### src/rtl/morse_pkg.sv
// Shared definitions for the Morse keyer: FSM states, element/gap lengths in dot
// units, and the letter-size limit.
package morse_pkg;

   localparam int MAX_ELEMS = 6;

   localparam logic [2:0] DOT_UNITS        = 3'd1;
   localparam logic [2:0] DASH_UNITS       = 3'd3;
   localparam logic [2:0] ELEM_GAP_UNITS   = 3'd1;
   localparam logic [2:0] LETTER_GAP_UNITS = 3'd3;
   localparam logic [2:0] WORD_EXTRA_UNITS = 3'd4;

   typedef enum logic [2:0] {
      IDLE       = 3'd0,
      MARK       = 3'd1,
      GAP        = 3'd2,
      LETTER_GAP = 3'd3,
      WORD_GAP   = 3'd4
   } state_t;

   function automatic logic [2:0] elem_units(input logic is_dash);
      return is_dash ? DASH_UNITS : DOT_UNITS;
   endfunction

endpackage

### src/rtl/unit_tick_gen.sv
// Dot-unit timebase: a single-cycle enable every UNIT_CYCLES clocks, restartable
// so that each keying phase begins on a fresh unit boundary.
module unit_tick_gen #(
   parameter int UNIT_CYCLES = 1250,
   parameter int TICK_WIDTH  = 16
) (
   input  logic i_clk,
   input  logic i_rst_n,
   input  logic i_clear,
   output logic o_tick
);

   localparam logic [TICK_WIDTH-1:0] TERMINAL = TICK_WIDTH'(UNIT_CYCLES - 1);

   logic [TICK_WIDTH-1:0] r_count;

   // Free-running unit counter, restarted by i_clear.
   always_ff @(posedge i_clk) begin
      if (!i_rst_n) begin
         r_count <= '0;
      end else if (i_clear) begin
         r_count <= '0;
      end else if (r_count == TERMINAL) begin
         r_count <= '0;
      end else begin
         r_count <= r_count + TICK_WIDTH'(1);
      end
   end

   assign o_tick = (r_count == TERMINAL);

endmodule

### src/rtl/morse_keyer_ctrl.sv
// Keys one Morse letter (or a word space) per handshake, timing every mark and
// gap in whole dot units from unit_tick_gen.
module morse_keyer_ctrl #(
   parameter int UNIT_CYCLES = 1250,
   parameter int TICK_WIDTH  = 16,
   parameter int MAX_ELEMS   = morse_pkg::MAX_ELEMS
) (
   input  logic                 i_clk,
   input  logic                 i_rst_n,
   input  logic                 i_valid,
   output logic                 o_ready,
   input  logic [2:0]           i_len,
   input  logic [MAX_ELEMS-1:0] i_pattern,
   output logic                 o_key,
   output logic                 o_busy,
   output logic                 o_done
);

   import morse_pkg::*;

   state_t                r_state;
   logic [2:0]            r_units;
   logic [2:0]            r_len;
   logic [2:0]            r_index;
   logic [MAX_ELEMS-1:0]  r_pattern;
   logic                  r_key;
   logic                  r_done;

   logic                  w_tick;
   logic                  w_accept;
   logic                  w_last_unit;
   logic                  w_clear;
   logic [2:0]            w_len_clamped;

   assign o_ready       = (r_state == IDLE);
   assign o_busy        = (r_state != IDLE);
   assign o_key         = r_key;
   assign o_done        = r_done;
   assign w_accept      = i_valid && o_ready;
   assign w_last_unit   = w_tick && (r_units == 3'd1) && (r_state != IDLE);
   assign w_clear       = w_accept || w_last_unit;
   assign w_len_clamped = (i_len > 3'(MAX_ELEMS)) ? 3'(MAX_ELEMS) : i_len;

   unit_tick_gen #(
      .UNIT_CYCLES (UNIT_CYCLES),
      .TICK_WIDTH  (TICK_WIDTH)
   ) u_tick (
      .i_clk   (i_clk),
      .i_rst_n (i_rst_n),
      .i_clear (w_clear),
      .o_tick  (w_tick)
   );

   // Keying FSM; every phase loads its unit count and counts it down on ticks.
   always_ff @(posedge i_clk) begin
      if (!i_rst_n) begin
         r_state   <= IDLE;
         r_units   <= 3'd0;
         r_len     <= 3'd0;
         r_index   <= 3'd0;
         r_pattern <= '0;
         r_key     <= 1'b0;
         r_done    <= 1'b0;
      end else begin
         r_done <= 1'b0;
         case (r_state)
            IDLE: begin
               if (w_accept) begin
                  r_len     <= w_len_clamped;
                  r_pattern <= i_pattern;
                  r_index   <= 3'd0;
                  if (w_len_clamped == 3'd0) begin
                     r_state <= WORD_GAP;
                     r_units <= WORD_EXTRA_UNITS;
                     r_key   <= 1'b0;
                  end else begin
                     r_state <= MARK;
                     r_units <= elem_units(i_pattern[0]);
                     r_key   <= 1'b1;
                  end
               end
            end
            MARK: begin
               if (w_last_unit) begin
                  r_key <= 1'b0;
                  if (r_index == r_len - 3'd1) begin
                     r_state <= LETTER_GAP;
                     r_units <= LETTER_GAP_UNITS;
                  end else begin
                     r_state <= GAP;
                     r_units <= ELEM_GAP_UNITS;
                     r_index <= r_index + 3'd1;
                  end
               end else if (w_tick) begin
                  r_units <= r_units - 3'd1;
               end
            end
            GAP: begin
               if (w_last_unit) begin
                  r_state <= MARK;
                  r_units <= elem_units(r_pattern[r_index]);
                  r_key   <= 1'b1;
               end else if (w_tick) begin
                  r_units <= r_units - 3'd1;
               end
            end
            LETTER_GAP, WORD_GAP: begin
               if (w_last_unit) begin
                  r_state <= IDLE;
                  r_done  <= 1'b1;
               end else if (w_tick) begin
                  r_units <= r_units - 3'd1;
               end
            end
            default: begin
               r_state <= IDLE;
               r_key   <= 1'b0;
            end
         endcase
      end
   end

endmodule

### config.mk
export PLATFORM = sky130hd
export DESIGN_NAME = morse_keyer_ctrl
export DESIGN_NICKNAME = d
export VERILOG_FILES = /design/src/rtl/morse_pkg.sv /design/src/rtl/unit_tick_gen.sv /design/src/rtl/morse_keyer_ctrl.sv
export SDC_FILE = /design/constraint.sdc
export NUM_CORES = 1
export LEC_CHECK = 0
export CORE_ASPECT_RATIO = 0.75
export CORE_MARGIN = 3
export CORE_UTILIZATION = 40
export DETAILED_ROUTE_END_ITERATION = 10
export MAX_ROUTING_LAYER = met4
export PLACE_DENSITY = 0.62
export SLEW_MARGIN = 0
export SYNTH_ARGS = -nofsm -noshare
export SYNTH_HDL_FRONTEND = slang
export SYNTH_SLANG_ARGS = --single-unit
### constraint.sdc
create_clock -name i_clk -period 2.6 [get_ports i_clk]
set_input_delay 0.39 -clock i_clk [delete_from_list [all_inputs] [get_ports i_clk]]
set_output_delay 0.39 -clock i_clk [all_outputs]
set_load 0.03 [all_outputs]
# After elaboration in Yosys (flattened, before gate mapping)
# Index checks and enable logic that the tools add are counted.
# word_totals
ff_bits	36
wordCells	76
# classes
add_sub_neg	4
n_lt_le_gt_ge	2
eq_ne	13
n_mux	30
n_bitwise	2
n_reduce_logical	17
# op_table
operator	count
3-bit 2-to-1 mux	15
3-bit case mux with 4 select lines	2
16-bit by 1-bit adder with 16-bit output (second input constant)	1
16-bit by 11-bit == test with 1-bit output (second input constant)	1
4-bit AND reduction	3
2-bit != test (second input constant)	5
1-bit 2-to-1 mux	7
3-bit by 1-bit == test with 1-bit output (second input constant)	2
3-bit by 2-bit == test with 1-bit output (second input constant)	2
3-bit logical NOT	2
2-bit 2-to-1 mux	3
3-bit case mux with 2 select lines	1
3-bit by 1-bit subtractor with 3-bit output (second input constant)	2
3-bit by 4-bit < comparator with 1-bit output (second input constant)	1
1-bit case mux with 4 select lines	1
2-bit AND reduction	2
4-bit nonzero test	1
3-bit by 1-bit adder with 3-bit output (second input constant)	1
1-bit binary-select mux with 3-bit select	1
3-bit == test	1
3-bit == test (second input constant)	1
3-bit > comparator (second input constant)	1
1-bit logical AND	3
3-bit AND reduction	1
7 further kinds	8

# Longest topological paths before layout
# depth
ltp_word	6
ltp_mapped	8

# Modules after synthesis
# A second synthesis with hierarchy kept.
# unflattened
cells_unflattened	239
hier_area_um2	2064.5
# by_module_without_submodules
module	instances	cells_per_inst	area_per_inst_um2
morse_keyer_ctrl	1	154	1234.9
unit_tick_gen	1	85	829.5

# Worst setup path before layout
# OpenSTA, ideal clock, no wires.
# synth_timing
kind	register -> register
from	register r_state[0]
to	register r_index[1]
setup_ns	0.114
t_arrival_ns	1.693
required_time_ns	2.486
path_slack_ns	0.793
stages_incl_launch_ff	9
path_buffers	1
period_less_slack_ns	1.807
path_cell_list	dfxtp_1 -> nor2_1 -> nand2_1 -> inv_2 -> and2_1 -> buf_2 -> a31o_2 -> mux2i_1 -> nor2_1
# synth_via
elab_chain_cells	4
# synth_rtl
element	line_no	source
start, declared	morse_keyer_ctrl.sv:21	state_t r_state;
start signal, assigned	morse_keyer_ctrl.sv:57	r_state <= IDLE;
start signal, assigned	morse_keyer_ctrl.sv:73	r_state <= WORD_GAP;
start signal, assigned	morse_keyer_ctrl.sv:77	r_state <= MARK;
3-bit nonzero test	-	
net o_busy	morse_keyer_ctrl.sv:15	output logic o_busy,
1-bit logical AND	morse_keyer_ctrl.sv:40	assign w_last_unit = w_tick && (r_units == 3'd1) && (r_state != IDLE);
2-bit != test (no line)	-	
4-bit AND reduction (no line)	-	
end signal, assigned	morse_keyer_ctrl.sv:92	r_index <= r_index + 3'd1;
end, declared	morse_keyer_ctrl.sv:24	logic [2:0] r_index;
# The timed path passes the listed nets, and every way through them passes these cells.
# A chain may end at the register's enable or synchronous reset.

# Worst setup path after layout
# layout_timing
from	register r_state[0]
to	output o_ready
# layout_via
elab_chain_cells	1
# layout_rtl
element	line_no	source
3-bit logical NOT	morse_keyer_ctrl.sv:35	assign o_ready = (r_state == IDLE);
end, declared	morse_keyer_ctrl.sv:11	output logic o_ready,
# No other way between the ends.

==> impl_metrics.yaml <==
clock_tree:
  post_cts.repair.setup_buffers: 0
  cts_tree: "yes"
  clock_sinks: 36
  cts_max_path_buffers: 2
  cts-root-buf: "clkbuf_8"
  cts-htree-levels: 2
  cts_hold_buf: 0
  clk_pin_slew_ps: 80
  numCtsBuffers: 5
  clock_latency_ps: 280
  ctsResizeCount: 0
synthesis:
  synthCells: 242
  synth_cell_types: 50
  ys.flop_type: "dfxtp_1"
  synthArstFlopShare: 0
  seq_area_frac_synth: 0.363
  syn_area_um2: 1990
  synth_seq_cells: 36
  synth-edff-count: 0
  synth_warnings: 0
  syn-num-nets: 260
  syn_avg_cell_area_um2: 8.21
power_and_ir_drop:
  sw_frac_of_total: 0.284
  clkPwrFrac: 0.329
  fin_total_pwr_mw: 1.19
  pwr_density_cell_nw_per_um2: 526
  p_seq_frac: 0.502
  vdd_drop_max_mv: 0.254
  power.internal_mw: 0.853
  pwr-share-comb: 0.169
  p_leak_nw: 0.860
  p_switching_mw: 0.339
worst_setup_path:
  crit_chain: "nor2_1 > nand2_1 > inv_2 > clkdlybuf4s50_1"
  endpoint_kind: "output pin"
  cpPeakStageDelay_ps: 690
  crit_type: "reg -> out"
  critPathRequiredTime_ps: 2210
  path_max_fanout: 15
  critical-path-slowest-cell: "clkdlybuf4s50_1"
  startpoint_type: "register"
  path_delay_family: "buffers and inverters"
  cp_data_arrival_time_ps: 1980
  crit_buf_inv: 2
routing:
  wirelength_mm: 4.29
  ant_nets: 0
  vias_per_cell: 5.32
  first_pass_iters: 4
  routedWlPerCell_um: 13.5
  vias: 1686
  initialDrtViolationCount: 146
  drcViolationCount: 0
timing:
  hold_violations: 0
  rsz0062_at_grt: "no"
  slew_headroom: 0.665
  tightest_slew_ps: 501
  period_share: 0.910
  layout_min_cycle_time_ps: 2370
  holdWs_ps: 459
  finalSetupTns_ps: 0
  clock_skew_ps: 7.17
  setup_viol: 0
  finalMaxSlewViolations: 0
  timing.fmax_mhz: 422
cells_and_area:
  drive_gt1_frac: 0.0846
  antenna_cells: 0
  nets: 277
  seq_area_um2: 721
  final_cell_mix: "nand2_1 (36), dfxtp_1 (36), nor2_1 (30), a21oi_1 (19), clkdlybuf4s50_1 (15)"
  final_cell_area_um2: 2270
  layout.core_utilization: 0.490
  syn2layout_area_growth_pct: 14.1
  multiInputGateArea_um2: 1170
  n_fill_cell: 476
floorplan:
  die_x_um: 87.4
  num_rows: 21
  dieArea_um2: 5850
  die_h_um: 67.0
  start_util: 0.429
  ios: 16
  core_um2: 4620
global_route:
  track_usage: 0.165
  grt_pass1_wl_mm: 7.29
  grt_max_degree: 16
  grt_pass1_vias: 1499
  grt_antenna_before_repair: 0
  grt_overflow_total: 0
placed_design:
  placed_area_um2: 2180
  globalplace.congestion: 0.849
  hpwl_mm: 3.15
  port_buffers: 15
run_status:
  status: "finished clean"
flow_run:
  maxCapViolations: 0
hold_path:
  worstHoldPathType: "reg -> reg"
-- kinds of logic after synthesis --
group | after synthesis | synth area share
simple gates | 114 | 0.292
compound gates | 47 | 0.153
flops | 36 | 0.363
buf+inv | 18 | 0.0466
xor+xnor | 17 | 0.0819
fa+ha+maj | 6 | 0.0378
mux | 4 | 0.0265
-- flip-flops by register name (all words and copies together), names as in the netlist --
register,cells
r_units,3
r_pattern,6
r_len,3
o_key,1
o_done,1
r_index,3
u_tick.r_count,16
r_state,3
-- per-layer routing --
layer	GRT usage	vias up	part of all wire
met5	-	-	0
met3	0.0408	5	0.046
met4	0.0402	0	0.0082
met2	0.222	32	0.38
met1	0.243	763	0.56
li1	-	886	-
-- final timing paths --
kind / from / to / slack (ps) / cells after the start
hold / removal: r_pattern[3] / r_pattern[3] / 460 / 2
setup reg to reg: u_tick.r_count[0] / r_units[1] / 540 / 6
hold reg to reg: r_pattern[3] / r_pattern[3] / 460 / 2
setup / recovery: r_state[0] / o_ready / 230 / 4
-- worst reg2reg max path, stage by stage, from the launching register on --
cell      delay (ps)
dfxtp_1          400
ha_1             220
nor3b_1          260
and4_1           460
a21oi_1          120
o32ai_1          360
a211oi_1         120
-- power groups by stage --
| stage | registers (mW) | clock network [mW] | logic [mW] |
|---|---|---|---|
| after floorplan | 0.605 | 0 | 0.138 |
| after global placement | 0.610 | 0 | 0.200 |
| after detailed placement | 0.611 | 0 | 0.201 |
| after CTS | 0.598 | 0.404 | 0.202 |
| after global routing | 0.603 | 0.434 | 0.228 |
| final | 0.598 | 0.392 | 0.201 |
-- final cells by class --
| class | instances | area share |
|---|---|---|
| Multi-Input combinational cell | 188 | 0.517 |
| Tap cell | 57 | 0.0315 |
| Inverter | 9 | 0.0149 |
| Timing Repair Buffer | 19 | 0.0795 |
| Sequential cell | 36 | 0.318 |
| Clock buffer | 5 | 0.0304 |
| Clock inverter | 3 | 0.00828 |
-- metrics by stage --
stage	cells	setup WS (ps)
5_1_grt	317	91.5
3_5_place_dp	309	414
3_3_place_gp	309	476
6_report	317	233
4_1_cts	317	230
2_1_floorplan	242	793
-- Yosys cell counts (2+ instances only) --
master,number,share of area
dfxtp_1,36,0.36
nand2_1,36,0.068
nor2_1,30,0.057
a21oi_1,19,0.048
nand3_1,11,0.028
xor2_1,10,0.044
inv_1,8,0.015
o21ai_0,8,0.020
and3_1,6,0.019
ha_1,6,0.038
xnor2_1,6,0.026
o21a_1,5,0.019
and4_1,4,0.018
nand4_1,4,0.013
nor3_1,4,0.010
clkbuf_1,3,0.0057
mux2i_1,3,0.015
or3_1,3,0.0095
and4b_1,2,0.010
buf_2,2,0.0050
buf_4,2,0.0076
buf_6,2,0.011
nand2b_1,2,0.0063
nor2b_1,2,0.0063
nor4_1,2,0.0063
o2111ai_1,2,0.0088
(Power assumes the default switching activity.)
